==> src/rtl/serial_pkg.sv <==
// serial_pkg: opcodes and multiply phase encoding shared by the serial sequencer
// Contents:
//   OP_*    3-bit instruction opcodes (ADD occupies both 100 and 101)
//   phase_t multiply phase; 2'b10 is unused and decoded as PH_SIGN
package serial_pkg;

    localparam logic [2:0] OP_NOP      = 3'b000;
    localparam logic [2:0] OP_STALL    = 3'b001;
    localparam logic [2:0] OP_MUL_D    = 3'b010;
    localparam logic [2:0] OP_MUL_1MD  = 3'b011;
    localparam logic [2:0] OP_ADD      = 3'b100;
    localparam logic [2:0] OP_WAIT_REL = 3'b110;
    localparam logic [2:0] OP_LOAD     = 3'b111;

    typedef enum logic [1:0] {
        PH_SIGN  = 2'b00,
        PH_ALIGN = 2'b01,
        PH_MUL   = 2'b11
    } phase_t;

    function automatic logic is_mul_op(input logic [2:0] op);
        return op == OP_MUL_D || op == OP_MUL_1MD;
    endfunction

endpackage

==> src/rtl/serial_seq_ctrl_bit_counter.sv <==
// bit_counter: bit index counter that wraps explicitly at DATA_W-1
// Ports:
//   i_clk  rising-edge clock
//   i_rst  asynchronous active-high reset, clears the count
//   i_en   advance the count by one (wrapping after DATA_W-1)
//   i_clr  synchronous clear, has priority over i_en
//   o_cnt  current bit index
//   o_last count is at DATA_W-1
module bit_counter #(
    parameter int DATA_W = 8
) (
    input  logic                      i_clk,
    input  logic                      i_rst,
    input  logic                      i_en,
    input  logic                      i_clr,
    output logic [$clog2(DATA_W)-1:0] o_cnt,
    output logic                      o_last
);

    localparam int CW = $clog2(DATA_W);

    // Explicit wrap: DATA_W need not be a power of two
    assign o_last = o_cnt == CW'(DATA_W - 1);

    always_ff @(posedge i_clk or posedge i_rst)
        if (i_rst)
            o_cnt <= '0;
        else if (i_clr)
            o_cnt <= '0;
        else if (i_en)
            o_cnt <= o_last ? '0 : o_cnt + 1'b1;

endmodule

==> src/rtl/serial_seq_ctrl.sv <==
// serial_seq_ctrl: instruction decoder and bit/phase sequencer for the bit-serial datapath
// Ports:
//   i_clk, i_rst            clock, asynchronous active-high reset
//   i_instr                 current opcode
//   i_start                 synchronised start/run switch
//   i_en                    bit-step enable; nothing advances and every strobe is 0 when low
//   o_bit_sel               current bit index
//   o_con_*                 datapath mux / shift / sign / retire strobes
//   o_phase                 multiply phase
//   o_busy                  a bit sequence or multiply is in progress
module serial_seq_ctrl
    import serial_pkg::*;
#(
    parameter int DATA_W        = 8,
    parameter int CNT_W         = $clog2(DATA_W),
    parameter int ALIGN_GPR_D   = 2,
    parameter int ALIGN_GPR_1MD = 1,
    parameter int ALIGN_ACC     = 3
) (
    input  logic             i_clk,
    input  logic             i_rst,
    input  logic [2:0]       i_instr,
    input  logic             i_start,
    input  logic             i_en,
    output logic [CNT_W-1:0] o_bit_sel,
    output logic             o_con_mux,
    output logic             o_con_muxalu,
    output logic             o_con_gpr_shift,
    output logic             o_con_acc_shift,
    output logic             o_con_gpr_sign,
    output logic             o_con_acc_sign,
    output logic             o_con_sign_store,
    output logic             o_con_pcincr,
    output logic [1:0]       o_phase,
    output logic             o_busy
);

    phase_t           phase;
    phase_t           ph;
    logic [CNT_W-1:0] cnt;
    logic             last;
    logic             is_mul;
    logic             is_cnt_op;
    logic             is_ctl_op;
    logic             mux, muxalu, gpr_shift, acc_shift, gpr_sign, acc_sign, sign_store, pcincr;
    int               align_gpr;

    assign is_mul    = is_mul_op(i_instr);
    assign is_cnt_op = is_mul || i_instr[2:1] == OP_ADD[2:1] || i_instr == OP_LOAD;
    assign is_ctl_op = !is_cnt_op;
    assign align_gpr = i_instr == OP_MUL_D ? ALIGN_GPR_D : ALIGN_GPR_1MD;

    // The unused encoding 2'b10 behaves exactly like PH_SIGN
    assign ph = (phase == PH_ALIGN || phase == PH_MUL) ? phase : PH_SIGN;

    bit_counter #(.DATA_W(DATA_W)) u_cnt (
        .i_clk  (i_clk),
        .i_rst  (i_rst),
        .i_en   (i_en && is_cnt_op),
        .i_clr  (is_ctl_op && o_con_pcincr),
        .o_cnt  (cnt),
        .o_last (last)
    );

    always_comb begin
        mux        = 1'b0;
        muxalu     = 1'b0;
        gpr_shift  = 1'b0;
        acc_shift  = 1'b0;
        gpr_sign   = 1'b0;
        acc_sign   = 1'b0;
        sign_store = 1'b0;
        pcincr     = 1'b0;
        case (i_instr)
            OP_NOP:      pcincr = i_start;
            OP_STALL:    pcincr = 1'b1;
            OP_WAIT_REL: pcincr = !i_start;
            OP_LOAD: begin
                mux       = 1'b1;
                gpr_shift = 1'b1;
                pcincr    = last;
            end
            OP_MUL_D, OP_MUL_1MD: begin
                muxalu     = ph == PH_SIGN;
                gpr_sign   = ph == PH_ALIGN;
                acc_sign   = ph == PH_ALIGN;
                sign_store = ph == PH_SIGN && last;
                pcincr     = ph == PH_MUL && last;
                // Align phase shifts only the first few bits to line up the operands
                gpr_shift  = ph != PH_ALIGN || int'(cnt) < align_gpr;
                acc_shift  = ph != PH_ALIGN || int'(cnt) < ALIGN_ACC;
            end
            default: begin
                gpr_shift = 1'b1;
                acc_shift = 1'b1;
                pcincr    = last;
            end
        endcase
    end

    assign o_con_mux        = i_en && mux;
    assign o_con_muxalu     = i_en && muxalu;
    assign o_con_gpr_shift  = i_en && gpr_shift;
    assign o_con_acc_shift  = i_en && acc_shift;
    assign o_con_gpr_sign   = i_en && gpr_sign;
    assign o_con_acc_sign   = i_en && acc_sign;
    assign o_con_sign_store = i_en && sign_store;
    assign o_con_pcincr     = i_en && pcincr;

    // Phase steps SIGN -> ALIGN -> MUL -> SIGN on the last bit of each word;
    // any non-multiply step (or the unused encoding) lands back in PH_SIGN.
    always_ff @(posedge i_clk or posedge i_rst)
        if (i_rst)
            phase <= PH_SIGN;
        else if (i_en)
            phase <= !is_mul ? PH_SIGN :
                     !last ? ph :
                     ph == PH_SIGN ? PH_ALIGN :
                     ph == PH_ALIGN ? PH_MUL : PH_SIGN;

    assign o_bit_sel = cnt;
    assign o_phase   = phase;
    assign o_busy    = phase != PH_SIGN || cnt != '0;

endmodule

==> config.mk <==
export PLATFORM = sky130hd
export DESIGN_NAME = serial_seq_ctrl
export DESIGN_NICKNAME = d
export VERILOG_FILES = /design/src/rtl/serial_pkg.sv /design/src/rtl/serial_seq_ctrl_bit_counter.sv /design/src/rtl/serial_seq_ctrl.sv
export SDC_FILE = /design/constraint.sdc
export NUM_CORES = 1
export LEC_CHECK = 0
export CORE_MARGIN = 2
export CORE_UTILIZATION = 35
export CTS_BUF_LIST = sky130_fd_sc_hd__clkbuf_16
export DETAILED_ROUTE_END_ITERATION = 16
export GPL_TIMING_DRIVEN = 1
export PLACE_DENSITY = 0.68
export SYNTH_ARGS = -nofsm -noshare
export SYNTH_HDL_FRONTEND = slang
export SYNTH_HIERARCHICAL = 1
export SYNTH_SLANG_ARGS = --single-unit
export TNS_END_PERCENT = 1
==> constraint.sdc <==
create_clock -name i_clk -period 1.93 [get_ports i_clk]
set_input_delay 0.193 -clock i_clk [delete_from_list [all_inputs] [get_ports i_clk]]
set_output_delay 0.193 -clock i_clk [all_outputs]
set_load 0.03 [all_outputs]
# ---- Word-level counts from Yosys, hierarchy flattened
# Cells that the tools add are included.
dict set report word_totals {
  output_inout_bits 14
  ff_bits 5
  input_bits 7
  word_cells 61
}
dict set report classes {
  n_eq_ne 12
  n_reduce_logical 28
  add_sub_neg 1
  n_lt_le_gt_ge 2
  muxes 16
}
# operator count
set ops {}
lappend ops {{2-bit 2-to-1 mux} 6}
lappend ops {{1-bit logical AND} 11}
lappend ops {{3-bit equality test (second input constant)} 3}
lappend ops {{3-bit 2-to-1 mux} 3}
lappend ops {{1-bit logical OR} 7}
lappend ops {{2-bit equality test (second input constant)} 3}
lappend ops {{3-bit by 2-bit equality test with 1-bit output (second input constant)} 2}
lappend ops {{2-bit by 1-bit equality test with 1-bit output (second input constant)} 2}
lappend ops {{1-bit 2-to-1 mux} 4}
lappend ops {{1-bit case mux with 2 select lines} 2}
lappend ops {{1-bit case mux with 4 select lines} 1}
lappend ops {{2-bit nonzero test} 2}
lappend ops {{4-bit OR reduction} 1}
lappend ops {{3-bit by 1-bit adder with 3-bit output (second input constant)} 1}
lappend ops {{3-bit by 1-bit equality test with 1-bit output (second input constant)} 1}
lappend ops {{3-bit logical NOT} 1}
lappend ops {{3-bit by 2-bit less-than comparator with 1-bit output} 1}
lappend ops {{3-bit by 2-bit less-than comparator with 1-bit output (second input constant)} 1}
lappend ops {{3-bit nonzero test} 1}
lappend ops {{3-bit OR reduction} 1}
lappend ops {{1-bit logical NOT} 2}
lappend ops {{2-bit logical NOT} 1}
lappend ops {{2-bit by 1-bit != test with 1-bit output (second input constant)} 1}
lappend ops {{2-bit OR reduction} 1}

# ---- Longest topological paths before layout
# Gate-level depths: netlist of the first run.
dict set report depth {
  ltp_word 9
  mapped_depth 6
  ltp_nobuf 6
}

# ---- Cells and area by module
# Netlist of the first run, hierarchy kept.
# module area_each_um2 seq_area_each_um2 instances cells_per_inst
set by_module_without_submodules {}
lappend by_module_without_submodules {serial_seq_ctrl 331.6 50.0 1 45}
lappend by_module_without_submodules {bit_counter 155.1 75.1 1 13}

# ---- Worst setup path before layout of the first run
# No wires, ideal clock.
dict set report synth_timing {
  path_kind {reg2out}
  start {register u_cnt.o_cnt[0]}
  end {output o_con_pcincr}
  n_path_buf 0
  t_arrival_ps 1830
  required_ps 1737
  path_stages_with_launch 5
  path_slack_ps -93
  cell_sequence {dfrtp_1 > ha_1 > ha_1 > or4_1 > and3_1}
}
dict set report synth_between {
  elab_chain_len 4
}
# item line
set synth_rtl {}
lappend synth_rtl {{start: declaration} serial_seq_ctrl_bit_counter.sv:16} ;# output logic [$clog2(DATA_W)-1:0] o_cnt,
lappend synth_rtl {{start signal: assignment} serial_seq_ctrl_bit_counter.sv:31} ;# o_cnt <= o_last ? '0 : o_cnt + 1'b1;
lappend synth_rtl {{3-bit equality test *} serial_seq_ctrl_bit_counter.sv:23} ;# assign o_last = o_cnt == CW'(DATA_W - 1);
lappend synth_rtl {{net last} serial_seq_ctrl.sv:41} ;# logic last;
lappend synth_rtl {{1-bit logical AND} serial_seq_ctrl.sv:88} ;# pcincr = ph == PH_MUL && last;
lappend synth_rtl {{1-bit case mux with 4 select lines *} serial_seq_ctrl.sv:74} ;# case (i_instr)
lappend synth_rtl {{1-bit logical AND *} serial_seq_ctrl.sv:108} ;# assign o_con_pcincr = i_en && pcincr;
lappend synth_rtl {{end: declaration} serial_seq_ctrl.sv:33} ;# output logic o_con_pcincr,
# Mark *: on every way through the listed nets, which the timed path passes. The rest lies on a longest branch.

# ---- Final worst setup path of the first run
# Same ends and word-level chain as after synthesis.

==> results of run 1 <==
-- layout make-up --
cell class | count | area [sq um]
clock buffers | 3 | 75.1
clock inverters | 1 | 3.75
fillers | 106 | 367
inverters | 4 | 15.0
multi-input cells | 47 | 397
flip-flops and latches | 5 | 128
well taps | 15 | 18.8
repair buffers | 35 | 298
-- synth_stat cells, drive strengths merged --
library cell,count
a21o,1
a21oi,5
a31oi,1
a32o,1
and2,2
and3,1
and3b,1
and4,2
buf,1
clkbuf,1
dfrtp,5
ha,5
inv,4
mux2i,2
nand2,5
nand2b,1
nand3,1
nand4,1
nor2,5
nor2b,1
nor3,2
o211a,1
o21ai,2
o21bai,1
o311ai,2
o32a,1
or3b,2
or4,1
-- worst register-to-register path, delay by kind of cell (launching register included) --
family                   cells  cell delay (ns)
AND/OR/NAND/NOR              2             0.73
AO/OA/AOI/OAI                1             0.13
flip-flops                   1             0.42
adder cells (fa/ha/maj)      2             0.32
-- cell families (layout without fill, tap and decap cells) --
family	count (synthesis)	after routing	share of synthesized area, %
simple gates	25	25	29.8
compound gates	15	15	22.1
buf+inv	6	43	5.40
fa+ha+maj	5	5	12.9
flops	5	5	25.7
mux	2	2	4.11
-- final timing paths --
kind / start / endpoint / slack [ns] / cells after the start
min: i_rst / o_phase[1] / 0.17 / 2
max in group asynchronous: i_rst / u_cnt/o_cnt[0] / 1.61 / 2
max reg2reg: u_cnt/o_cnt[0] / u_cnt/o_cnt[0] / 0.26 / 5
min in group i_clk: o_phase[1] / o_phase[1] / 0.64 / 2
min reg2reg: o_phase[1] / o_phase[1] / 0.64 / 2
max: u_cnt/o_cnt[0] / o_con_pcincr / 0.01 / 5
-- through the flow --
step           TNS (ns)  area [sq um]  setup slack, ns  hold WS [ns]
2_1_floorplan         0           494           0.0326       -0.0658
3_3_place_gp     -0.908           790           -0.515         0.384
3_5_place_dp     -0.953           790           -0.524         0.401
4_1_cts               0           941           0.0100         0.169
5_1_grt         -0.0223           935          -0.0171         0.169
6_report              0           935           0.0118         0.171
-- routing by layer --
metal / wire length, microns / share of wire [%]
met1: 657 / 43
met2: 797 / 53
met3: 39 / 2.6
met4: 22 / 1.5
met5: 0 / 0
-- state kept, by name (all words and copies together) (netlist names) --
name	cells
o_phase	2
u_cnt/o_cnt	3
-- power breakdown --
group          switching [mW]  total [mW]  internal [mW]
logic                   0.274       0.527          0.252
clock network          0.0634       0.331          0.268
registers              0.0302       0.167          0.137
-- repair_timing --
action / in CTS / in global routing
pin swaps: 7 / 2
hold endpoints to repair: 0 / 0
setup endpoints to repair: 3 / 2
setup buffers: 1 / 0
resized for setup: 24 / 1
-- cell usage in the layout, fill, tap and decap left out, types with 2 or more instances in the layout --
master and n:
a21oi_1 4, and2_1 2, buf_4 20, buf_6 3, clkbuf_16 3, clkdlybuf4s50_1 9
dfrtp_1 3, dfrtp_2 2, ha_1 2, ha_4 3, inv_1 5, mux2i_1 2
nand2_1 4, nor2_1 5, o21ai_0 2
==> metrics.txt, run 1 <==
first-pass GRT wire length=2170 microns; Detailed Place HPWL=about 1000 microns; Post-CTS Hold Buffers=0; Synth top area share=25.7%; ranking of synthesized cells by area=dfrtp_1 26%, ha_1 13%, a21oi_1 4.1%; area leader, netlist=dfrtp_1; Fin. Hold Viols=0; max-cap viol count=0; Root Buffer Master=clkbuf_16; placed cell count=roughly 110; DR vias/cell=5.29; Pins Over Slew Limit=0; All-Layer GR Usage=20.1%; clock slew at reported path FFs=0.03 ns; YS warnings=6; FMAX=521 MHz; grt ovf=0; final worst path period need=1.92 ns; Mean Syn Cell Area=8.39 sq um; clock tree sinks=5; die height=41.3 microns; Non-Filler Instances=110; worst vdd ir=834 uV; GPL Wtd Cong=approximately 0.77; share of layout cells above drive strength 1=42.1%; Min-Delay Path Class=in2async; most used cell, CP=ha_4; critical path cell sequence=ha_4 > ha_4 > or4_4 > and3_4 > buf_6; Setup Viol. Count Final=0; Die ar.=about 1700 sq um; Syn Inst Count=58; number of DRC markers in iteration 0=3; 1st-pass router iterations=4; met2 Resource Use GR=35.9%; Slew HR=79.4%; initial antenna violation count=0; Initial Utilization=between 30% and 40%; static leakage=0.447 nW; Syn Nets=70; Ports=21; Inserted Clock Buffers=3; WL/cell=13.8 microns; Critical Path AT=1.73 ns; worst-margin pin slew=approximately 0.31 ns; worst-skew pair later-pin latency=about 0.22 ns; CP Launch Type=flop; Rows=13; routed wire length=1520 microns; vias in the first global route=505; clk_skew=0.00122 ns; Max clock buf depth=2; largest net degree at the start of global routing=12; CP Buf/Inv Count=1; synth unique cells=31; Core Box Area=1300 sq um; H-tree depth=1; Port Buffer Count=20; met1 usage=between 20% and 30%; RSZ-0062 raised after global routing=true; part of the cycle the worst path needs=99.4%; PwrDens=1100 nW/um^2; fin nets=108; via count=582; DRC Markers=0; synthesized cell area=slightly below 500 sq um; Area Growth Syn to Fin=92.0%; Critical Path Fanout Max=2; total power draw=1.03 mW; sequential area share after synthesis=25.7%; Crit. End Element=output port; final core occ=71.8%; Worst path slowest cell=or4_4; DRT antenna net count=0; top cell family by delay on the critical path=simple AND/OR/NAND/NOR gates; outcome=finished, final reports clean; Die Span X=41.3 microns; global route hottest layer=met2; slowest stage delay, CP=0.47 ns; met3 usage=3.19%; CTS tree=yes; critical path class=reg2out; worst endpoint required time=1.74 ns; flops & latches, synth=5; diode count=0
Power figures use the tool's default switching activity.
==> inputs of run 2 (changes only) <==
--- a/config.mk
+++ b/config.mk
@@ -8,6 +8,7 @@
 export CORE_MARGIN = 2
 export CORE_UTILIZATION = 35
 export CTS_BUF_LIST = sky130_fd_sc_hd__clkbuf_16
+export CTS_CLUSTER_DIAMETER = 150
 export DETAILED_ROUTE_END_ITERATION = 16
 export GPL_TIMING_DRIVEN = 1
 export PLACE_DENSITY = 0.68
==> results of run 2 <==
No change in the layout: final DEF, timing and power equal those of run 1.
==> inputs of run 3 (changes only) <==
==> constraint.sdc (replaced) <==
create_clock -name i_clk -period 2.4 [get_ports i_clk]
set_input_delay 0.24 -clock i_clk [delete_from_list [all_inputs] [get_ports i_clk]]
set_output_delay 0.24 -clock i_clk [all_outputs]
set_load 0.03 [all_outputs]
==> metrics.txt, run 3 (synthesis gave the netlist of run 1 again) <==
outcome=finished, final reports clean; Die ar.=1700 sq um; largest net degree at the start of global routing=9; CP Launch Type=flop; Fin. Hold Viols=0; Critical Path AT=2.06 ns; grt ovf=0; Core Box Area=1300 sq um; post-route cell area=855 sq um; Area Growth Syn to Fin=75.6%; die height=41.3 microns; R2R Path End=u_cnt/o_cnt[2]; DRT antenna net count=0; worst reg-to-reg path cell count=5; Min-Delay Path Class=in2async; critical path class=reg2out; CTS tree=yes; H-tree depth=1; Rows=13; Port Buffer Count=20; via count=547; Pins Over Slew Limit=0; max-cap viol count=0; static leakage=0.433 nW; Detailed Place HPWL=1020 microns; Reg with most FFs=u_cnt/o_cnt; number of DRC markers in iteration 0=9; worst-margin pin slew=0.318 ns; worst-skew pair later-pin latency=0.23 ns; Area after DPL=752 sq um; clk_skew=between 0.0015 and 0.002 ns; FMAX=435 MHz; routed wire length=1330 microns; share of layout cells above drive strength 1=27.0%; first-pass GRT wire length=around 2100 microns; max reg flops=3; final worst slack=0.103 ns; Ports=21; Root Buffer Master=clkbuf_16; Setup WS pre-CTS=-0.130 ns; PwrDens=904 nW/um^2; DR vias/cell=5.26; clock tree sinks=5; Critical Path Fanout Max=2; part of the cycle the worst path needs=95.7%; Inserted Clock Buffers=3; GPL Wtd Cong=0.762; final worst path period need=approximately 2.3 ns; vias in the first global route=512; CP Launch Point=u_cnt/o_cnt[0]; Post CTS Setup Buffer Count=0; Post-CTS Hold Buffers=0; All-Layer GR Usage=roughly 20%; Worst R2R Start=u_cnt/o_cnt[0]; total power draw=between 0.7 and 0.8 mW; Slew HR=about 80%; WL/cell=12.8 microns; RSZ-0062 raised after global routing=false; WHS=0.206 ns; most frequent cells in the layout=13 x clkdlybuf4s50_1, 13 x buf_4, 5 x nor2_1, 5 x dfrtp_1; worst endpoint required time=2.16 ns; DRC Markers=0; Initial Utilization=37.4%; diode count=0; Die Span X=approximately 41 microns; Setup Viol. Count Final=0; 1st-pass router iterations=4; Max clock buf depth=2; worst vdd ir=606 uV; clock slew at reported path FFs=0.03 ns; fin nets=slightly above 100; initial antenna violation count=0; R2R Setup Slk=0.66 ns; Crit. End Element=output port
-- run 3: cell types whose count changed in the layout (fill, tap and decap cells not counted), moves of 3 or more --
| cell | before | now |
|---|---|---|
| buf_4 | 20 | 13 |
| clkdlybuf4s50_1 | 9 | 13 |
| buf_6 | 3 | 0 |
| ha_4 | 3 | 0 |
-- run 3: worst max-delay path by stage --
| stage | depth (start not counted) | slack (ns) | endpoint |
|---|---|---|---|
| finish | 5 | 0.10 | o_con_pcincr |
| global route | 6 | 0.007 | o_con_pcincr |
| CTS | 9 | 0.03 | o_con_gpr_shift |
| detailed placement | 6 | -0.13 | o_con_pcincr |
| global placement | 6 | -0.11 | o_con_pcincr |
| floorplan | 4 | 0.33 | o_con_pcincr |
-- run 3: worst max-delay path, stage by stage, from the launching register on --
cell and delay [ns]:
dfrtp_1 0.37, ha_1 0.21, ha_1 0.19, or4_1 0.54, and3_1 0.20, clkdlybuf4s15_1 0.33
-- run 3: power by group --
part           total (mW)  internal (mW)  switching (mW)
logic               0.380          0.171           0.209
registers           0.121          0.107          0.0136
clock network       0.272          0.218          0.0541
-- run 3: routing by layer --
| metal | vias to the layer above | share of wire, % | GRT usage, % |
|---|---|---|---|
| met1 | 254 | 47 | 22.6 |
| li1 | 279 | - | - |
| met5 | - | 0 | 0 |
| met3 | 2 | 3.1 | 1.60 |
| met2 | 12 | 48 | 32.0 |
| met4 | 0 | 1.7 | 16.9 |
-- run 3: final cells by class --
class / count / area [sq um]
multi-input cells: 47 / 353
clock buffers: 3 / 75.1
inverters: 4 / 15.0
clock inverters: 1 / 5.00
repair buffers: 29 / 263
fillers: 121 / 447
well taps: 15 / 18.8
flip-flops and latches: 5 / 125
-- run 3: timing repair --
item,in CTS,in global routing
pin swaps,1,1
cloned,0,0
gates resized for setup,1,7
endpoints found under the setup margin,2,3
-- run 3: through the flow --
stage,TNS [ns],cells,utilization [%]
floorplan,0,58,-
global placement,-0.125,100,57.8
detailed placement,-0.141,100,57.8
CTS,0,104,63.8
global route,0,104,65.7
finish,0,104,65.7
